[src/rtl/debug_controller.sv]
// debug_controller: sequences debugger register loads, port sends, core ack wait and core halt/reset requests (optional ack timeout under DEBUG_TIMEOUT_EN)
module debug_controller #(
    parameter int OPC_W          = 4,
    parameter int RESET_CYCLES   = 4,
    parameter int TIMEOUT_CYCLES = 255
) (
    input  logic             clk,
    input  logic             rst,
    input  logic             instr_valid,
    output logic             instr_ready,
    input  logic [OPC_W-1:0] debug_opcode,
    input  logic             core_ack,
    input  logic             core_halted,
    output logic             core_reset_request,
    output logic             core_halt_request,
    output logic             load_debug_command,
    output logic             load_debug_command_address_argument,
    output logic             load_debug_command_data_argument,
    output logic             send_debug_command,
    output logic             send_debug_command_address_argument,
    output logic             send_debug_command_data_argument,
    output logic             load_debug_result,
    output logic             busy,
    output logic             done,
    output logic             result_valid,
    output logic             error
);
    localparam int RC_W = $clog2(RESET_CYCLES + 1);

    typedef enum logic [3:0] {
        IDLE, GET_ADDR, GET_DATA, CHECK, SEND_CMD, SEND_ADDR, SEND_DATA, WAIT_ACK, RST_PULSE, DONE
    } state_t;

    state_t            state, next;
    logic              is_write;
    logic [RC_W-1:0]   rst_cnt;
    logic              xfer, op_simple, op_access, op_illegal, ack_timeout;
`ifdef DEBUG_TIMEOUT_EN
    logic [15:0]       to_cnt;
    assign ack_timeout = (to_cnt == 16'(TIMEOUT_CYCLES - 1));
`else
    assign ack_timeout = 1'b0;
`endif

    assign instr_ready = (state == IDLE) || (state == GET_ADDR) || (state == GET_DATA);
    assign xfer        = instr_valid && instr_ready;
    assign op_simple   = (debug_opcode < OPC_W'(3));
    assign op_access   = (debug_opcode >= OPC_W'(4)) && (debug_opcode <= OPC_W'(7));
    assign op_illegal  = (debug_opcode > OPC_W'(7));
    assign busy        = (state != IDLE);
    assign done        = (state == DONE);

    // next-state decode plus the combinational load strobes of each transfer cycle
    always_comb begin
        next = state;
        load_debug_command = 1'b0;
        load_debug_command_address_argument = 1'b0;
        load_debug_command_data_argument = 1'b0;
        load_debug_result = 1'b0;
        case (state)
            IDLE: if (xfer) begin
                load_debug_command = 1'b1;
                next = op_access ? GET_ADDR : (op_simple || op_illegal) ? DONE : RST_PULSE;
            end
            GET_ADDR: if (xfer) begin
                load_debug_command_address_argument = 1'b1;
                next = is_write ? GET_DATA : CHECK;
            end
            GET_DATA: if (xfer) begin
                load_debug_command_data_argument = 1'b1;
                next = CHECK;
            end
            CHECK:     next = core_halted ? SEND_CMD : DONE;
            SEND_CMD:  next = SEND_ADDR;
            SEND_ADDR: next = is_write ? SEND_DATA : WAIT_ACK;
            SEND_DATA: next = WAIT_ACK;
            WAIT_ACK: begin
                load_debug_result = core_ack && !is_write;
                next = (core_ack || ack_timeout) ? DONE : WAIT_ACK;
            end
            RST_PULSE: next = (rst_cnt == '0) ? DONE : RST_PULSE;
            default:   next = IDLE;
        endcase
    end

    // state, sticky flags, pulse counter and registered port enables
    always_ff @(posedge clk or negedge rst) begin
        if (!rst) begin
            state <= IDLE;
            is_write <= 1'b0;
            rst_cnt <= '0;
            core_halt_request <= 1'b0;
            core_reset_request <= 1'b0;
            error <= 1'b0;
            result_valid <= 1'b0;
            send_debug_command <= 1'b0;
            send_debug_command_address_argument <= 1'b0;
            send_debug_command_data_argument <= 1'b0;
        end else begin
            state <= next;
            rst_cnt <= (state == IDLE) ? RC_W'(RESET_CYCLES - 1) : rst_cnt - RC_W'(state == RST_PULSE);
            if (state == IDLE && xfer) begin
                is_write <= debug_opcode[0];
                error <= op_illegal;
                core_halt_request <= (debug_opcode == OPC_W'(1)) ? 1'b1 :
                                     (debug_opcode == OPC_W'(2)) ? 1'b0 : core_halt_request;
            end
            if ((state == CHECK && !core_halted) || (state == WAIT_ACK && !core_ack && ack_timeout))
                error <= 1'b1;
            result_valid <= (state == WAIT_ACK) && core_ack && !is_write;
            core_reset_request <= (next == RST_PULSE);
            send_debug_command <= (next == SEND_CMD);
            send_debug_command_address_argument <= (next == SEND_ADDR);
            send_debug_command_data_argument <= (next == SEND_DATA);
        end
    end

`ifdef DEBUG_TIMEOUT_EN
    // ack wait counter, zero outside WAIT_ACK so it restarts on every entry
    always_ff @(posedge clk or negedge rst) begin
        if (!rst) to_cnt <= '0;
        else      to_cnt <= (state == WAIT_ACK) ? to_cnt + 16'd1 : '0;
    end
`endif
endmodule

[config.mk]
export PLATFORM = sky130hd
export DESIGN_NAME = debug_controller
export DESIGN_NICKNAME = d
export VERILOG_FILES = /design/src/rtl/debug_controller.sv
export SDC_FILE = /design/constraint.sdc
export NUM_CORES = 1
export LEC_CHECK = 0
export BUFFER_PORTS_ARGS = -buffer_cell sky130_fd_sc_hd__buf_4
export CORE_MARGIN = 2
export CORE_UTILIZATION = 30
export CTS_BUF_LIST = sky130_fd_sc_hd__clkbuf_4 sky130_fd_sc_hd__clkbuf_8
export DETAILED_ROUTE_END_ITERATION = 12
export MAX_ROUTING_LAYER = met4
export SETUP_SLACK_MARGIN = 0.5
export SYNTH_ARGS = -nofsm -noshare
export SYNTH_HDL_FRONTEND = slang
export SYNTH_SLANG_ARGS = --single-unit
export TNS_END_PERCENT = 10
[constraint.sdc]
create_clock -name clk -period 3.1 [get_ports clk]
set_input_delay 0.775 -clock clk [delete_from_list [all_inputs] [get_ports clk]]
set_output_delay 0.775 -clock clk [all_outputs]
set_load 0.05 [all_outputs]
==> impl_results.md, run 1 <==
* Status: complete, no violations
* Top FF cell, synth: dfrtp_1
* Placed cell areas at 0.00102 mm2
* CTS tree: built
* N_diodes at 0
* Synth area leaders: dfrtp_1, buf_6, a21oi_1
* Combinational share of power at 51.5%
* Required time of the worst setup path at 2320 ps
* Max-Cap Viols at 0
* Port-buffer cells at 22
* Worst path top cell family by delay: flip-flops
* Critical Path Source Type: register
* H-Tree Depth at 1
* Post-synthesis cell type with the largest combined area: dfrtp_1
* Std-Cell Rows at 19
* DR WL met2 at 855 um
* CP max-delay cell: dfrtp_1
* Largest net degree at the start of global routing at 16
* Buf/Inv on CP at 2
* NetSw at 0.479 mW
* Fin. max-slew vios at 0
* Area occupied by multi-input gates at 423 um2
* Fmax at 413 MHz
* RSZ-0062 raised after global routing: no
* Area growth syn-to-layout at 24.4%
* Worst slew margin at 65.3%
* CTS buffer count at 3
* Fin crit period at 2420 ps
* Number of synthesized flops with an enable pin at 0
* Cell count after synthesis at 84
* CP cell instances: nor2_2 > nand3_2 > inv_2 > buf_4
* Clk pwr share at 12.5%
* Number of remaining DRC errors at 0
* Proportion of layout cells with a drive suffix above 1 at 34.0%
* PwrDens at 918 mW/mm2
* Wirelength per Cell at 13.2 um
* Clock Tree Root: clkbuf_4
* Placed Cells at 133
* Worst-Skew Late Latency at 280 ps
* Post-Syn Area at 845 um2
* Crit end category: output pin
* Number of global-route vias before repair at 636
* Register area share after synthesis at 44.4%
* Gr usage total at 12.5%
* Core area at 0.00271 mm2
* Met3 Wirelength at 68 um
* Utilization after layout at 38.8%
* Sw Ratio at 49.6%
* Final HPWL DP at 1.34 mm
* Synth cell types at 37
* Setup TNS at 0 ps
* Crit path from: state[1]
* Final Hold Vio Count at 0
* Async set or reset register ratio after synthesis at 100%
* FF/Latch Area at 375 um2
* Grt total ovfl at 0
* Starting Density at 31.2%
* Worst slew pin tran at 520 ps
* Max FO, Critical Path at 15
* Initial antenna violation count at 0
* FF+latch count, synth at 15
* Most common library cells after synthesis: dfrtp_1, nand2_1, a21oi_1, nor2_1, nor3_1
* CTS clk-pin slew, worst paths at 90 ps
* First-pass GRT wire length at 3.03 mm
* Drt pass-1 iters at 4
* Post-Syn Nets at 95
* Final setup skew at 8.35 ps
* HP Class: primary input to async pin
* Die Y at 57.1 um
* WL final at 1.81 mm
* Finished layout cell area at 0.00105 mm2
* Post-DR vias/cell at 4.93
* Filler instances at 289
* Clock sinks at 15
* Max Used Layer: met4
* Setup CP Type: register to output pin
* Most frequent cell after synthesis: dfrtp_1
* Via count at 676
* Final setup violation count at 0
* Final nets at 118
* Cell Count, Final, Fillers Out at 137
* Die ar. at 0.00326 mm2
* Fin crit share at 78.1%
* Sequential share of power at 36.1%
* Worst vdd ir at 0.581 mV
* Reg2reg start: state[3]
* Yosys top cell area share at 44.4%
* Synth Warn # at 0
* Slowest stage delay, CP at 580 ps
* Final antenna-violating net count at 0
* Leakage at 0.501 nW
* Internal at 0.486 mW
* DRT iter0 DRCs at 5
* I/O Pins at 23
* Syn Area/Cell at 10.1 um2
* Crit path DAT at 1650 ps
* GP Congestion at 0.766
* Die X at 57.1 um
* Wire length on met1 at 885 um
* Max clock buf depth at 2
per-stage QoR:
stage	setup WS, ps	hold slack, ps	total power, mW
3_5_place_dp	878	518	0.845
5_1_grt	517	326	1.03
2_1_floorplan	335	479	0.722
4_1_cts	589	335	0.969
3_3_place_gp	900	521	0.836
6_report	678	333	0.965
logic make-up after synthesis:
| logic type | Yosys count | share of synthesized area, % |
|---|---|---|
| AND/OR/NAND/NOR | 39 | 29.3 |
| AO/OA/AOI/OAI | 16 | 13.0 |
| flip-flops | 15 | 44.4 |
| buffers and inverters | 9 | 6.81 |
| multiplexers | 2 | 2.37 |
| adder cells (fa/ha/maj) | 2 | 2.96 |
| XOR/XNOR | 1 | 1.04 |
power by group through the flow:
stage	Clock [mW]	Sequential, mW	Combinational, mW
CTS	0.126	0.344	0.499
detailed placement	0	0.347	0.497
floorplan	0	0.357	0.365
finish	0.120	0.348	0.497
global placement	0	0.346	0.490
global route	0.137	0.362	0.536
what timing repair did:
action,in CTS,in global routing
hold buffers,0,0
endpoints found under the setup margin,0,1
setup buffers,0,0
gates resized for setup,0,1
cells in the final DEF (no fill, tap or decap), types with 2 or more instances in the layout:
cell type	instances
ha_1	2
nor2_1	6
o21ai_0	3
a21oi_1	6
nor3_1	5
mux2i_1	2
dfrtp_1	15
inv_1	4
clkbuf_4	4
nor3b_1	2
nor2b_1	2
buf_4	22
nand2_1	8
registers in the layout, summed over array words and instances, names as in the netlist:
name,cells
core_reset_request,1
core_halt_request,1
rst_cnt,3
send_debug_command_data_argument,1
error,1
send_debug_command_address_argument,1
send_debug_command,1
result_valid,1
is_write,1
state,4
per-layer routing:
layer  vias to the layer above  track usage (%)
met2                        14             18.2
met3                         2             2.72
li1                        347                -
met1                       313             17.2
met5                         -                -
met4                         0             3.99
cell type report:
class | instances | area share, %
multi-input cells | 60 | 40.2
well taps | 31 | 3.69
flip-flops and latches | 15 | 35.7
clock buffers | 4 | 2.86
inverters | 5 | 1.79
repair buffers | 22 | 15.7
worst paths after layout:
| check | endpoint | slack (ps) | depth (start not counted) |
|---|---|---|---|
| worst max register to register | rst_cnt[2] | 1400 | 5 |
| worst min-delay path | core_reset_request | 330 | 1 |
| max in group asynchronous | send_debug_command | 2570 | 1 |
| min in group clk | error | 540 | 2 |
| worst max-delay path | load_debug_command | 680 | 4 |
| worst min register to register | error | 540 | 2 |
No activity file was read; power rests on OpenSTA's default activity.
==> run 2, diff against run 1 <==
--- a/config.mk
+++ b/config.mk
@@ -5,6 +5,7 @@
 export SDC_FILE = /design/constraint.sdc
 export NUM_CORES = 1
 export LEC_CHECK = 0
+export ABC_AREA = 1
 export BUFFER_PORTS_ARGS = -buffer_cell sky130_fd_sc_hd__buf_4
 export CORE_MARGIN = 2
 export CORE_UTILIZATION = 30
==> constraint.sdc (replaced) <==
create_clock -name clk -period 2.2 [get_ports clk]
set_input_delay 0.55 -clock clk [delete_from_list [all_inputs] [get_ports clk]]
set_output_delay 0.55 -clock clk [all_outputs]
set_load 0.05 [all_outputs]
==> impl_results.md, run 2 <==
* Crit path DAT at 1340 ps (was 1650 ps)
* Final antenna-violating net count at 0 (unchanged)
* FF+latch count, synth at 15 (unchanged)
* Number of global-route vias before repair at 626 (was 636)
* Max-Cap Viols at 0 (unchanged)
* Post-Syn Nets at 112 (was 95)
* Syn Area/Cell at 7.72 um2 (was 10.1 um2)
* CTS clk-pin slew, worst paths at 90 ps (about the same)
* RSZ-0062 raised after global routing: yes (was no)
* Clock Tree Root: clkbuf_4 (unchanged)
* Most common library cells after synthesis: nand2_1, inv_1, dfrtp_1, nor2_1, nand3_1 (was dfrtp_1, nand2_1, a21oi_1, nor2_1, nor3_1)
* Setup TNS at 0 ps (unchanged)
* Clk pwr share at 10.4% (was 12.5%)
* Die Y at 55.0 um (was 57.1 um)
* Fin. max-slew vios at 0 (unchanged)
* Fin crit share at 86.0%
* Filler instances at 268 (was 289)
* Post-DR vias/cell at 4.46 (was 4.93)
* Register area share after synthesis at 48.2% (was 44.4%)
* H-Tree Depth at 1 (unchanged)
* Synth cell types at 20 (was 37)
* CP cell instances: nor2_4 > buf_4 > nand2_2 > buf_4 (was nor2_2 > nand3_2 > inv_2 > buf_4)
* Final setup violation count at 0 (unchanged)
* Core area at 0.00248 mm2 (was 0.00271 mm2)
* Top flop regs: state (4), rst_cnt (3) (unchanged)
* Final HPWL DP at 1.31 mm (was 1.34 mm)
* Final setup skew at 4.56 ps (was 8.35 ps)
* Final Total Pwr at 1.60 mW (was 0.965 mW)
* Worst reg2reg path depth at 8 (was 5)
* Status: complete, no violations (unchanged)
* Via count at 714 (was 676)
* Setup CP Type: register to output pin (unchanged)
* WL final at 1.72 mm (was 1.81 mm)
* Finished layout cell area at 0.00108 mm2 (was 0.00105 mm2)
* Worst path top cell family by delay: flip-flops (unchanged)
* Clock sinks at 15 (unchanged)
* Fin crit period at 1890 ps
* Worst slew margin at 84.5% (was 65.3%)
* Register with the most flip-flops: state (unchanged)
* Crit path from: state[3] (was state[1])
* Yosys top cell area share at 48.2% (was 44.4%)
* Post-synthesis cell type with the largest combined area: dfrtp_1 (unchanged)
* Std-Cell Rows at 18 (was 19)
* Combinational share of power at 60.3% (was 51.5%)
* Sequential share of power at 29.3% (was 36.1%)
* Max FO, Critical Path at 5 (was 15)
* Grt total ovfl at 0 (unchanged)
* Cell count after synthesis at 101 (was 84)
* Cell Count, Final, Fillers Out at 160 (was 137)
* Internal at 0.761 mW (was 0.486 mW)
* Drt pass-1 iters at 4 (unchanged)
* Required time of the worst setup path at 1650 ps (was 2320 ps)
* Most frequent cells in the layout: nand2_1, buf_4, inv_1 (was buf_4, dfrtp_1, nand2_1)
* Port-buffer cells at 22 (unchanged)
* Buf/Inv on CP at 2 (unchanged)
* Number of remaining DRC errors at 0 (unchanged)
* Hold_ws at 104 ps (was 333 ps)
* Die X at 55.0 um (was 57.1 um)
* First-pass GRT wire length at 2.64 mm (was 3.03 mm)
* Final WS setup at 307 ps (was 678 ps)
* Largest net degree at the start of global routing at 16 (unchanged)
* Worst-Skew Late Latency at 280 ps (about the same)
* Sw Ratio at 52.4% (was 49.6%)
* GP Congestion at 0.815 (was 0.766)
* Top FF cell, synth: dfrtp_1 (unchanged)
* Die ar. at 0.00302 mm2 (was 0.00326 mm2)
* HP Class: primary input to async pin (unchanged)
* PwrDens at 1480 mW/mm2 (was 918 mW/mm2)
* Synth Warn # at 0 (unchanged)
* WP depth at 4 (unchanged)
* Crit path top cell by count: buf_4
* Area growth syn-to-layout at 38.7% (was 24.4%)
* Proportion of layout cells with a drive suffix above 1 at 35.4% (was 34.0%)
* CTS tree: built (unchanged)
* Max reg flops at 4 (unchanged)
* N_diodes at 0 (unchanged)
* Utilization after layout at 43.6% (was 38.8%)
* Worst vdd ir at 0.725 mV (was 0.581 mV)
* NetSw at 0.837 mW (was 0.479 mW)
* Worst slew pin tran at 232 ps (was 520 ps)
* DRT iter0 DRCs at 11 (was 5)
* Final Hold Vio Count at 0 (unchanged)
* Fmax at 528 MHz
* Final nets at 142 (was 118)
* I/O Pins at 23 (unchanged)
* Initial antenna violation count at 0 (unchanged)
* Critical Path Source Type: register (unchanged)
* Most frequent cell after synthesis: nand2_1 (was dfrtp_1)
* Leakage at 0.616 nW (was 0.501 nW)
* Wirelength per Cell at 10.7 um (was 13.2 um)
* Starting Density at 31.5% (was 31.2%)
* Placed Cells at 153 (was 133)
* Reg2reg start: state[0] (was state[3])
* Crit end category: output pin (unchanged)
* Async set or reset register ratio after synthesis at 100% (unchanged)
* Synth area leaders: dfrtp_1, nand2_1, inv_1 (was dfrtp_1, buf_6, a21oi_1)
* CTS buffer count at 3 (unchanged)
* Max clock buf depth at 2 (unchanged)
* Placed cell areas at 992 um2 (was 0.00102 mm2)
* CP max-delay cell: dfrtp_2 (was dfrtp_1)
* Post-Place Worst Slack at 479 ps (was 878 ps)
* Post-Syn Area at 779 um2 (was 845 um2)
* Gr usage total at 13.4% (was 12.5%)
* Number of synthesized flops with an enable pin at 0 (unchanged)
* Slowest stage delay, CP at 470 ps (was 580 ps)
## run 2: cell types whose count changed after synthesis, sizes merged, moves of 3 or more
| cell | before | now |
|---|---|---|
| inv | 5 | 20 |
| nand2 | 8 | 23 |
| nor2b | 3 | 0 |
| buf | 4 | 0 |
| nand3 | 2 | 7 |
| nor2 | 8 | 18 |
| a21oi | 6 | 1 |
## run 2: final timing paths
| kind | to | slack (ps) |
|---|---|---|
| max | busy | 310 |
| min | rst_cnt[2] | 100 |
| max reg2reg | rst_cnt[2] | 750 |
| min reg2reg | error | 530 |
| max in group asynchronous | state[3] | 1900 |
| min in group clk | send_debug_command | 490 |
## run 2: worst register-to-register path, delay by kind of cell, from the launching register on
family / cells / cell delay, ps
DFF: 1 / 470
and+or+nand+nor: 3 / 380
adders and majority gates: 2 / 320
xor gates and xnor gates: 1 / 140
buffers and inverters: 2 / 110
## run 2: final cells by class
| type | count | area [um2] | share of cell area (%) |
|---|---|---|---|
| clock buffers | 4 | 30.0 | 2.78 |
| inverters | 20 | 75.1 | 6.94 |
| multi-input cells | 66 | 362 | 33.4 |
| flip-flops and latches | 15 | 378 | 35.0 |
| well taps | 30 | 37.5 | 3.47 |
| repair buffers | 25 | 199 | 18.4 |
## run 2: per-layer routing
layer / part of all wire, % / GRT usage [%]
met3: 5.8 / 3.49
met2: 46 / 20.0
met5: 0 / -
met1: 46 / 16.6
met4: 2.4 / 7.32
## run 2: power groups by stage
| stage | Clock [mW] | Sequential, mW | Combinational, mW |
|---|---|---|---|
| global route | 0.184 | 0.476 | 1.06 |
| floorplan | 0 | 0.560 | 0.546 |
| global placement | 0 | 0.454 | 0.890 |
| finish | 0.166 | 0.469 | 0.963 |
| detailed placement | 0 | 0.456 | 0.893 |
| CTS | 0.173 | 0.464 | 0.948 |
## run 2: what timing repair did
action	CTS	global route
gates resized for setup	8	4
pin swaps	3	2
setup buffers	3	0
hold buffers	0	0
setup endpoints to repair	7	7
## run 2: logic make-up (layout without fill, tap and decap cells)
group	count (synthesis)	count (layout)	share of synthesized area (%)
flops	15	15	48.2
xor+xnor	1	1	1.12
buf+inv	20	49	9.63
compound gates	8	8	5.78
fa+ha+maj	2	2	3.21
simple gates	55	55	32.1
==> run 3, diff against run 2 <==
--- a/config.mk
+++ b/config.mk
@@ -5,7 +5,6 @@
 export SDC_FILE = /design/constraint.sdc
 export NUM_CORES = 1
 export LEC_CHECK = 0
-export ABC_AREA = 1
 export BUFFER_PORTS_ARGS = -buffer_cell sky130_fd_sc_hd__buf_4
 export CORE_MARGIN = 2
 export CORE_UTILIZATION = 30
==> impl_results.md, run 3 (synthesis results as in run 1) <==
* Status: complete, no violations (unchanged)
* Crit end category: output pin (unchanged)
* Final HPWL DP at 1.38 mm (was 1.31 mm)
* Fmax at 511 MHz (was 528 MHz)
* Die X at 57.1 um (was 55.0 um)
* Leakage at 0.599 nW (was 0.616 nW)
* Max-Cap Viols at 0 (unchanged)
* Required time of the worst setup path at 1650 ps (about the same)
* HP Class: primary input to async pin (unchanged)
* Area growth syn-to-layout at 49.8% (was 38.7%)
* Sequential share of power at 26.6% (was 29.3%)
* Core area at 0.00271 mm2 (was 0.00248 mm2)
* Std-Cell Rows at 19 (was 18)
* First-pass GRT wire length at 3.37 mm (was 2.64 mm)
* Reg2reg setup slack at 520 ps (was 750 ps)
* Clk pwr share at 10.3% (was 10.4%)
* Most frequent cells in the layout: buf_4, dfrtp_1, buf_6 (was nand2_1, buf_4, inv_1)
* Setup TNS at 0 ps (unchanged)
* GP Congestion at 0.754 (was 0.815)
* H-Tree Depth at 1 (unchanged)
* Clock Tree Root: clkbuf_4 (unchanged)
* Gr usage total at 13.9% (was 13.4%)
* Drt pass-1 iters at 3 (was 4)
* Worst slew margin at 75.6% (was 84.5%)
* Max FO, Critical Path at 7 (was 5)
* Via count at 752 (was 714)
* Placed Cells at 138 (was 153)
* CTS clk-pin slew, worst paths at 90 ps (about the same)
* Initial antenna violation count at 0 (unchanged)
* Worst vdd ir at 0.674 mV (was 0.725 mV)
* Final antenna-violating net count at 0 (unchanged)
* Critical Path Source Type: register (unchanged)
* Largest net degree at the start of global routing at 16 (unchanged)
* Hold_buf cts at 0 (unchanged)
* PwrDens at 1320 mW/mm2 (was 1480 mW/mm2)
* CTS tree: built (unchanged)
* Utilization after layout at 46.7% (was 43.6%)
* RSZ-0062 raised after global routing: yes (unchanged)
* NetSw at 0.764 mW (was 0.837 mW)
* N_diodes at 0 (unchanged)
* Register with the most flip-flops: state (unchanged)
* Fin crit share at 88.9% (was 86.0%)
* Final Hold Vio Count at 0 (unchanged)
* Worst-Skew Late Latency at 280 ps (about the same)
* Reg2reg start: state[1] (was state[0])
* Crit path DAT at 1410 ps (was 1340 ps)
* Final setup skew at 3.13 ps (was 4.56 ps)
* Proportion of layout cells with a drive suffix above 1 at 49.6% (was 35.4%)
* WL final at 1.95 mm (was 1.72 mm)
* Number of global-route vias before repair at 736 (was 626)
* Final setup violation count at 0 (unchanged)
* Final nets at 133 (was 142)
* Worst reg2reg path depth at 6 (was 8)
* Wirelength per Cell at 12.8 um (was 10.7 um)
* Port-buffer cells at 22 (unchanged)
* Clock sinks at 15 (unchanged)
* Grt total ovfl at 0 (unchanged)
* Combinational share of power at 63.1% (was 60.3%)
* Worst slew pin tran at 365 ps (was 232 ps)
* Top flop regs: state (4), rst_cnt (3) (unchanged)
* Die Y at 57.1 um (was 55.0 um)
* Setup CP Type: register to output pin (unchanged)
* Starting Density at 31.2% (was 31.5%)
* I/O Pins at 23 (unchanged)
* Sw Ratio at 45.9% (was 52.4%)
* Commonest non-fill, non-tap cell in the layout: buf_4
* Fin crit period at 1960 ps (was 1890 ps)
* CTS buffer count at 3 (unchanged)
* Post-DR vias/cell at 4.95 (was 4.46)
* Internal at 0.901 mW (was 0.761 mW)
* Max reg flops at 4 (unchanged)
* Worst reg2reg endpoint: rst_cnt[2] (unchanged)
* DRT iter0 DRCs at 6 (was 11)
* Number of remaining DRC errors at 0 (unchanged)
* Fin. max-slew vios at 0 (unchanged)
* Max clock buf depth at 2 (unchanged)
* Die ar. at 0.00326 mm2 (was 0.00302 mm2)
* Cell Count, Final, Fillers Out at 152 (was 160)
run 3: how the worst max path moves through the flow:
stage | startpoint | end | cells after the start
2_1_floorplan | state[1] | done | 2
3_3_place_gp | state[1] | load_debug_result | 3
3_5_place_dp | state[1] | load_debug_result | 3
4_1_cts | state[0] | load_debug_command_data_argument | 4
5_1_grt | state[0] | load_debug_command_data_argument | 4
6_report | state[0] | load_debug_command_data_argument | 4
run 3: power groups by stage:
stage / Clock [mW] / Sequential, mW / Combinational, mW
6_report: 0.171 / 0.443 / 1.05
5_1_grt: 0.197 / 0.455 / 1.13
4_1_cts: 0.182 / 0.436 / 0.978
3_5_place_dp: 0 / 0.444 / 0.836
3_3_place_gp: 0 / 0.442 / 0.834
2_1_floorplan: 0 / 0.507 / 0.556
run 3: critical path, cell delays in order (launching register included):
cell	delay, ps
dfrtp_2	460
buf_6	150
or2b_1	260
nor2_4	90
buf_6	160
run 3: timing repair:
action	in CTS	in global routing
resized for setup	12	7
pin swaps	1	2
endpoints found under the setup margin	8	8
buffers inserted	7	3
run 3: layout make-up:
| type | instances | area [um2] |
|---|---|---|
| Tap cell | 31 | 38.8 |
| Multi-Input combinational cell | 60 | 484 |
| Inverter | 5 | 18.8 |
| Clock buffer | 4 | 30.0 |
| Sequential cell | 15 | 378 |
| Fill cell | 257 | 1450 |
| Timing Repair Buffer | 37 | 315 |
run 3: stage by stage:
| step | worst slack, ps | area, um2 | power [mW] | hold WS, ps |
|---|---|---|---|---|
| 2_1_floorplan | 379 | 890 | 1.06 | 254 |
| 4_1_cts | 241 | 1220 | 1.60 | 96.0 |
| 3_5_place_dp | 311 | 1090 | 1.28 | 421 |
| 5_1_grt | 185 | 1260 | 1.78 | 90.3 |
| 3_3_place_gp | 365 | 1090 | 1.28 | 417 |
| 6_report | 244 | 1260 | 1.66 | 102 |
run 3: metal layers:
layer	vias to the layer above	part of all wire, %	global-route usage, %
li1	373	-	-
met1	358	46	16.8
met2	19	49	22.2
met3	2	4.6	4.08
met4	0	0.72	4.98
met5	-	0	-
